`src/rtl/gate_sweep_sequencer.sv`:
```
// Self-test sequencer for the three-input gate block: sweeps all eight input
// vectors, samples {d,j,f,k} after a settle delay and compares to a golden table.
module gate_sweep_sequencer #(
  parameter int          SETTLE   = 2,
  parameter logic [31:0] EXPECTED = 32'h0000_0000
) (
  input  logic        clk,
  input  logic        rst,
  input  logic        start,
  input  logic        abort,
  output logic        a,
  output logic        b,
  output logic        c,
  input  logic        d,
  input  logic        j,
  input  logic        f,
  input  logic        k,
  output logic        busy,
  output logic        done,
  output logic        pass,
  output logic [3:0]  err_count,
  output logic [31:0] result,
  output logic [2:0]  vec_idx
);

  localparam int          SETTLE_EFF = (SETTLE < 1) ? 1 : SETTLE;
  localparam logic [15:0] CNT_RELOAD = 16'(SETTLE_EFF - 1);

  typedef enum logic [1:0] {IDLE, RUN, DONE} state_t;

  state_t      state_q, state_d;
  logic [15:0] cnt_q, cnt_d;
  logic [2:0]  vec_q, vec_d;
  logic [2:0]  abc_q, abc_d;
  logic        busy_q, busy_d;
  logic        done_q, done_d;
  logic        pass_q, pass_d;
  logic [3:0]  err_q, err_d;
  logic [31:0] result_q, result_d;

  logic [3:0] sample_nib;
  logic [3:0] expect_nib;
  logic       mismatch;
  logic [3:0] err_next;
  logic       sample_edge;

  assign sample_nib  = {d, j, f, k};
  assign expect_nib  = EXPECTED[{vec_q, 2'b00} +: 4];
  assign mismatch    = (sample_nib != expect_nib);
  assign err_next    = err_q + {3'b000, mismatch};
  // abort outranks a coinciding sample edge
  assign sample_edge = (state_q == RUN) && !abort && (cnt_q == 16'd0);

  always_ff @(posedge clk or posedge rst) begin
    if (rst) begin
      state_q  <= IDLE;
      cnt_q    <= 16'd0;
      vec_q    <= 3'd0;
      abc_q    <= 3'd0;
      busy_q   <= 1'b0;
      done_q   <= 1'b0;
      pass_q   <= 1'b0;
      err_q    <= 4'd0;
      result_q <= 32'd0;
    end else begin
      state_q  <= state_d;
      cnt_q    <= cnt_d;
      vec_q    <= vec_d;
      abc_q    <= abc_d;
      busy_q   <= busy_d;
      done_q   <= done_d;
      pass_q   <= pass_d;
      err_q    <= err_d;
      result_q <= result_d;
    end
  end

  always_comb begin
    state_d = state_q;
    case (state_q)
      IDLE: if (start) state_d = RUN;
      RUN: begin
        if (abort)                           state_d = IDLE;
        else if (sample_edge && vec_q == 3'd7) state_d = DONE;
      end
      DONE:    state_d = IDLE;
      default: state_d = IDLE;
    endcase
  end

  always_comb begin
    cnt_d    = cnt_q;
    vec_d    = vec_q;
    abc_d    = abc_q;
    busy_d   = busy_q;
    done_d   = 1'b0;
    pass_d   = pass_q;
    err_d    = err_q;
    result_d = result_q;
    case (state_q)
      IDLE: begin
        if (start) begin
          vec_d    = 3'd0;
          abc_d    = 3'd0;
          cnt_d    = CNT_RELOAD;
          result_d = 32'd0;
          err_d    = 4'd0;
          pass_d   = 1'b0;
          busy_d   = 1'b1;
        end
      end
      RUN: begin
        if (abort) begin
          busy_d = 1'b0;
          abc_d  = 3'd0;
          pass_d = 1'b0;
        end else if (cnt_q != 16'd0) begin
          cnt_d = cnt_q - 16'd1;
        end else begin
          result_d[{vec_q, 2'b00} +: 4] = sample_nib;
          err_d = err_next;
          if (vec_q == 3'd7) begin
            busy_d = 1'b0;
            done_d = 1'b1;
            abc_d  = 3'd0;
            pass_d = (err_next == 4'd0);
          end else begin
            vec_d = vec_q + 3'd1;
            abc_d = vec_q + 3'd1;
            cnt_d = CNT_RELOAD;
          end
        end
      end
      default: ;
    endcase
  end

  assign {a, b, c}  = abc_q;
  assign busy       = busy_q;
  assign done       = done_q;
  assign pass       = pass_q;
  assign err_count  = err_q;
  assign result     = result_q;
  assign vec_idx    = vec_q;

endmodule

```
`config.mk`:
```
export PLATFORM = sky130hd
export DESIGN_NAME = gate_sweep_sequencer
export DESIGN_NICKNAME = d
export VERILOG_FILES = /design/src/rtl/gate_sweep_sequencer.sv
export SDC_FILE = /design/constraint.sdc
export NUM_CORES = 1
export LEC_CHECK = 0
export ABC_AREA = 1
export BUFFER_PORTS_ARGS = -buffer_cell sky130_fd_sc_hd__buf_2
export CORE_MARGIN = 2
export CORE_UTILIZATION = 37
export CTS_CLUSTER_DIAMETER = 100
export CTS_CLUSTER_SIZE = 30
export DETAILED_ROUTE_END_ITERATION = 6
export GPL_ROUTABILITY_DRIVEN = 0
export PLACE_DENSITY = 0.59
export SETUP_SLACK_MARGIN = 0.4
export SLEW_MARGIN = 20
export SYNTH_ARGS = -nofsm -noshare
export SYNTH_HDL_FRONTEND = slang
export SYNTH_SLANG_ARGS = --single-unit
export TNS_END_PERCENT = 20
```
`constraint.sdc`:
```
create_clock -name clk -period 5 [get_ports clk]
set_input_delay 1 -clock clk [delete_from_list [all_inputs] [get_ports clk]]
set_output_delay 1 -clock clk [all_outputs]
set_load 0.01 [all_outputs]
```
# --- After elaboration in Yosys (flattened, before gate mapping) ---
# Index checks and enable logic that the tools add are counted.
totals:
  regBits: 63
  in_bits: 8
  output_inout_bits: 45
  word_cells: 83
op_classes:
  n_addsub: 4
  n_eq_ne: 11
  shift: 3
  mux: 41
  n_reduce_logical: 15
op_table:
  columns: ["operator", "n"]
  rows:
  - ["32-bit 2-to-1 mux", 3]
  - ["16-bit 2-to-1 mux", 4]
  - ["32-bit one-hot mux with 2 select lines", 1]
  - ["32-bit bitwise mux", 1]
  - ["16-bit one-hot mux with 2 select lines", 1]
  - ["4-bit by 7-bit variable shift with 32-bit output (first input constant)", 1]
  - ["32-bit by 6-bit indexed part select with 4-bit output (first input constant)", 1]
  - ["4-bit by 7-bit indexed part select with 32-bit output", 1]
  - ["3-bit 2-to-1 mux", 7]
  - ["16-bit zero test", 1]
  - ["16-bit nonzero test", 1]
  - ["16-bit by 1-bit subtractor with 16-bit output (second input constant)", 1]
  - ["1-bit 2-to-1 mux", 12]
  - ["4-bit 2-to-1 mux", 3]
  - ["3-bit one-hot mux with 2 select lines", 2]
  - ["4-bit AND reduction", 3]
  - ["3-bit by 2-bit != test with 1-bit output (second input constant)", 3]
  - ["2-bit != test (second input constant)", 4]
  - ["4-bit one-hot mux with 2 select lines", 1]
  - ["5-bit negator with 7-bit output", 1]
  - ["2-bit 2-to-1 mux", 3]
  - ["5-bit AND reduction", 1]
  - ["4-bit by 1-bit adder with 4-bit output", 1]
  - ["4-bit zero test", 1]
  - ["other kinds (13)", 16]

# --- Depth between registers and ports, before layout ---
depth:
  ltp_word: 8
  mapped_depth: 11
  depth_no_buf: 11

# --- Least setup slack after synthesis ---
# No wires, ideal clock.
synth_timing:
  path_type: "input to register"
  start: "input port d"
  end: "register err_q[2] (netlist: err_count[2])"
  setup_ps: 83
  t_arrival_ps: 2039
  t_required_ps: 4917
  slack_ps: 2879
  cell_stages: 7
  path_buffers: 0
  path_cell_list: "inv_1 > nand4_1 > ha_1 > ha_1 > xnor2_1 > or2_2 > o21ai_0"
synth_between:
  elab_chain_len: 5
synth_lines:
  columns: ["item", "line_no", "source"]
  rows:
  - ["start: declaration", "14", "input logic d,"]
  - ["4-bit != test", "49", "assign mismatch = (sample_nib != expect_nib);"]
  - ["4-bit by 1-bit adder with 4-bit output", "50", "assign err_next = err_q + {3'b000, mismatch};"]
  - ["4-bit 2-to-1 mux", "117", "end else if (cnt_q != 16'd0) begin"]
  - ["4-bit 2-to-1 mux", "113", "if (abort) begin"]
  - ["4-bit one-hot mux with 2 select lines", "100", "case (state_q)"]
  - ["end signal: assignment", "73", "err_q <= err_d;"]
  - ["end: declaration", "38", "logic [3:0] err_q, err_d;"]
# Every way passes these cells. The select of a mux whose other input is x is not followed.
# A chain may end at the register's enable or synchronous reset.

# --- Worst setup path in the final report ---
layout_timing:
  start: "input port abort"
  end: "register cnt_q[8]"
layout_between:
  elab_chain_len: 2
layout_lines:
  columns: ["item", "line_no", "source"]
  rows:
  - ["start: declaration", "10", "input logic abort,"]
  - ["2-bit != test (no line)", null, null]
  - ["4-bit AND reduction (no line)", null, null]
  - ["end signal: assignment", "67", "cnt_q <= cnt_d;"]
  - ["end: declaration", "32", "logic [15:0] cnt_q, cnt_d;"]
# Every way passes these cells.

==> key figures <==
Global route
  – Initial antenna violation count: 0
  – Overall Global Routing Usage: 0.159
  – Global-route wire length before repair: 12300 µm
  – GRT overflow: 0
  – Vias in the first global route: 2498
  – Largest net degree at the start of global routing: 64

Worst setup path
  – RR Startpoint: state_q[1]
  – Delay of the slowest critical-path stage: 640 ps
  – Kind of critical path: input port to flop
  – Crit path launch type: input port
  – R2R setup slack: 2760 ps
  – Worst Setup SP: abort
  – CP Capture Type: flop
  – Worst setup path endpoint: cnt_q[8]
  – Worst reg2reg path depth: 7
  – Critical-path maximum fanout: 32
  – Critical path arrival: 2570 ps
  – Worst path slowest cell: nand2_2
  – Cells along the critical path: buf_2, inv_1, nand2_2, nand2_2, nand2_2, inv_2, nand4_1, nand2_1
  – R2R Path End: cnt_q[8]
  – Most frequent cell on the critical path: nand2_2
  – CP required: 5280 ps

STA
  – Sum Neg Setup Slack: 0 ps
  – Final min period: 2300 ps
  – Worst Tran Pin Value: 841 ps
  – Fin Hold WS: 467 ps
  – Crit share post-route: 0.459
  – RSZ-0062 raised after global routing: no
  – Normalized max-slew margin: 0.437
  – Final setup vio count: 0
  – Final-report hold violation count: 0
  – Max Fclk: 435 MHz
  – Slew Viols, Final: 0
  – Clk_skew: 9.86 ps

Clock tree
  – Num CTS Buffers: 9
  – Post-cts hold buffer count: 0
  – CTS tree: yes
  – Longest Clk Path Bufs: 2
  – Clk slew on worst S/H paths: 70 ps
  – Clk root buf: clkbuf_8
  – Sink Count: 63
  – Cts repair resizes: 0
  – H-tree depth: 3
  – Clk_lat worst skew: 340 ps
  – Post-CTS setup buffers: 0

Floorplan
  – Die Wd: 98 µm
  – I/O pin count: 53
  – Die area: 9600 µm²
  – Initial Utilization: 0.379
  – # rows: 34
  – Core area: 8640 µm²
  – Height of the die: 98 µm

Synth
  – Avg Cell Area, Syn: 8.30 µm²
  – Yosys cell types: 31
  – Cells after Synth: 394
  – Synth Warn #: 0
  – Yosys top cell by area: dfrtp_1
  – Top cell type's share of synthesized area: 0.482
  – Register area share after synthesis: 0.482
  – Syn Nets: 410
  – FF+latch count, synth: 63
  – Synth area leaders: dfrtp_1 48%, nand2_1 14%, nor2_1 5.1%
  – Syn Std Cell Area: 3270 µm²

Job
  – MaxCap Viol Count: 0

Routing
  – Vias: 2687
  – Via density: 4.76
  – Residual DRC: 0
  – WL/cell: 13.0 µm
  – First-pass DRT Iterations: 4
  – WL final: 7320 µm
  – Final ANT Viol Nets: 0
  – Initial DRC count: 145

Layout
  – Post-layout net count: 467
  – Area grow syn2layout: 16.9%
  – Non-Filler Instances: 564
  – Commonest non-fill, non-tap cell in the layout: nand2_1
  – Most frequent cells in the layout: 119 x nand2_1, 63 x dfrtp_1, 52 x buf_2
  – Antenna cells: 0
  – Share of layout cells above drive strength 1: 0.215

Power and ir drop
  – P_leak: 0.00201 µW
  – Pwr dens: 536 nW/µm²
  – VDD IR max: 0.000270 V

Min path
  – HP Start: result[17]
  – HP Class: flop to flop

Run status
  – Status: complete, no violations

Placement
  – Port Buffers: 52
  – Post-DP HPWL: 5290 µm
  – DP Cell Count: 548
cell usage after synthesis (all sizes together):
| master | number |
|---|---|
| o22ai | 4 |
| buf | 6 |
| a21oi | 1 |
| xnor2 | 2 |
| nand4 | 16 |
| nor3 | 2 |
| nor2 | 47 |
| nand3 | 31 |
| or2 | 2 |
| xor2 | 4 |
| clkbuf | 1 |
| inv | 40 |
| o21a | 1 |
| dfrtp | 63 |
| ha | 8 |
| nand2 | 126 |
| o21ai | 38 |
| o211ai | 2 |
cell type report:
class | count | area [µm²]
clock buffers | 10 | 128
clock inverters | 6 | 85.1
fillers | 859 | 4810
inverters | 40 | 153
multi-input cells | 284 | 1480
flip-flops and latches | 63 | 1580
well taps | 108 | 135
repair buffers | 53 | 268
stage by stage:
step                      utilization  setup WS (ps)  area (µm²)  power (µW)
after floorplan                     -           2430        3270        1370
after global placement          0.418           2410        3610        1560
after detailed placement        0.418           2360        3610        1580
after CTS                       0.442           2710        3820        2070
after global routing            0.442           2570        3820        2220
final                           0.442           2700        3820        2050
worst max-delay path: cells and delay by family:
family	cells	cell delay (ps)
buffers and inverters	3	390
and+or+nand+nor	5	1160
report_power, final:
group / switching, µW / internal, µW / leakage [µW]
clock network: 202 / 279 / 0.000102
logic: 580 / 282 / 0.00105
registers: 86.9 / 619 / 0.000861
total: 869 / 1180 / 0.00201
per-layer routing:
layer,GRT usage,part of all wire
met2,0.260,0.47
met3,0.0408,0.043
met1,0.211,0.47
met4,0.0427,0.013
met5,0,0
state kept, by name (all words and copies together), names as in the netlist:
signal     flops
done           1
abc_q          3
state_q        2
err_count      4
pass           1
busy           1
vec_idx        3
result        32
cnt_q         16
logic make-up (layout without fill, tap and decap cells):
logic type,Yosys count,count (layout),synth area share
AND/OR/NAND/NOR,224,224,0.328
flip-flops,63,63,0.482
buffers and inverters,47,109,0.0662
AO/OA/AOI/OAI,46,46,0.0773
adder cells (fa/ha/maj),8,8,0.0306
XOR/XNOR,6,6,0.0161
worst min path at each step:
stage,endpoint,cells after the start
2_1_floorplan,cnt_q[14],2
3_3_place_gp,result[18],2
3_5_place_dp,result[18],2
4_1_cts,result[18],2
5_1_grt,result[19],2
6_report,result[17],2
Power figures use the tool's default switching activity.
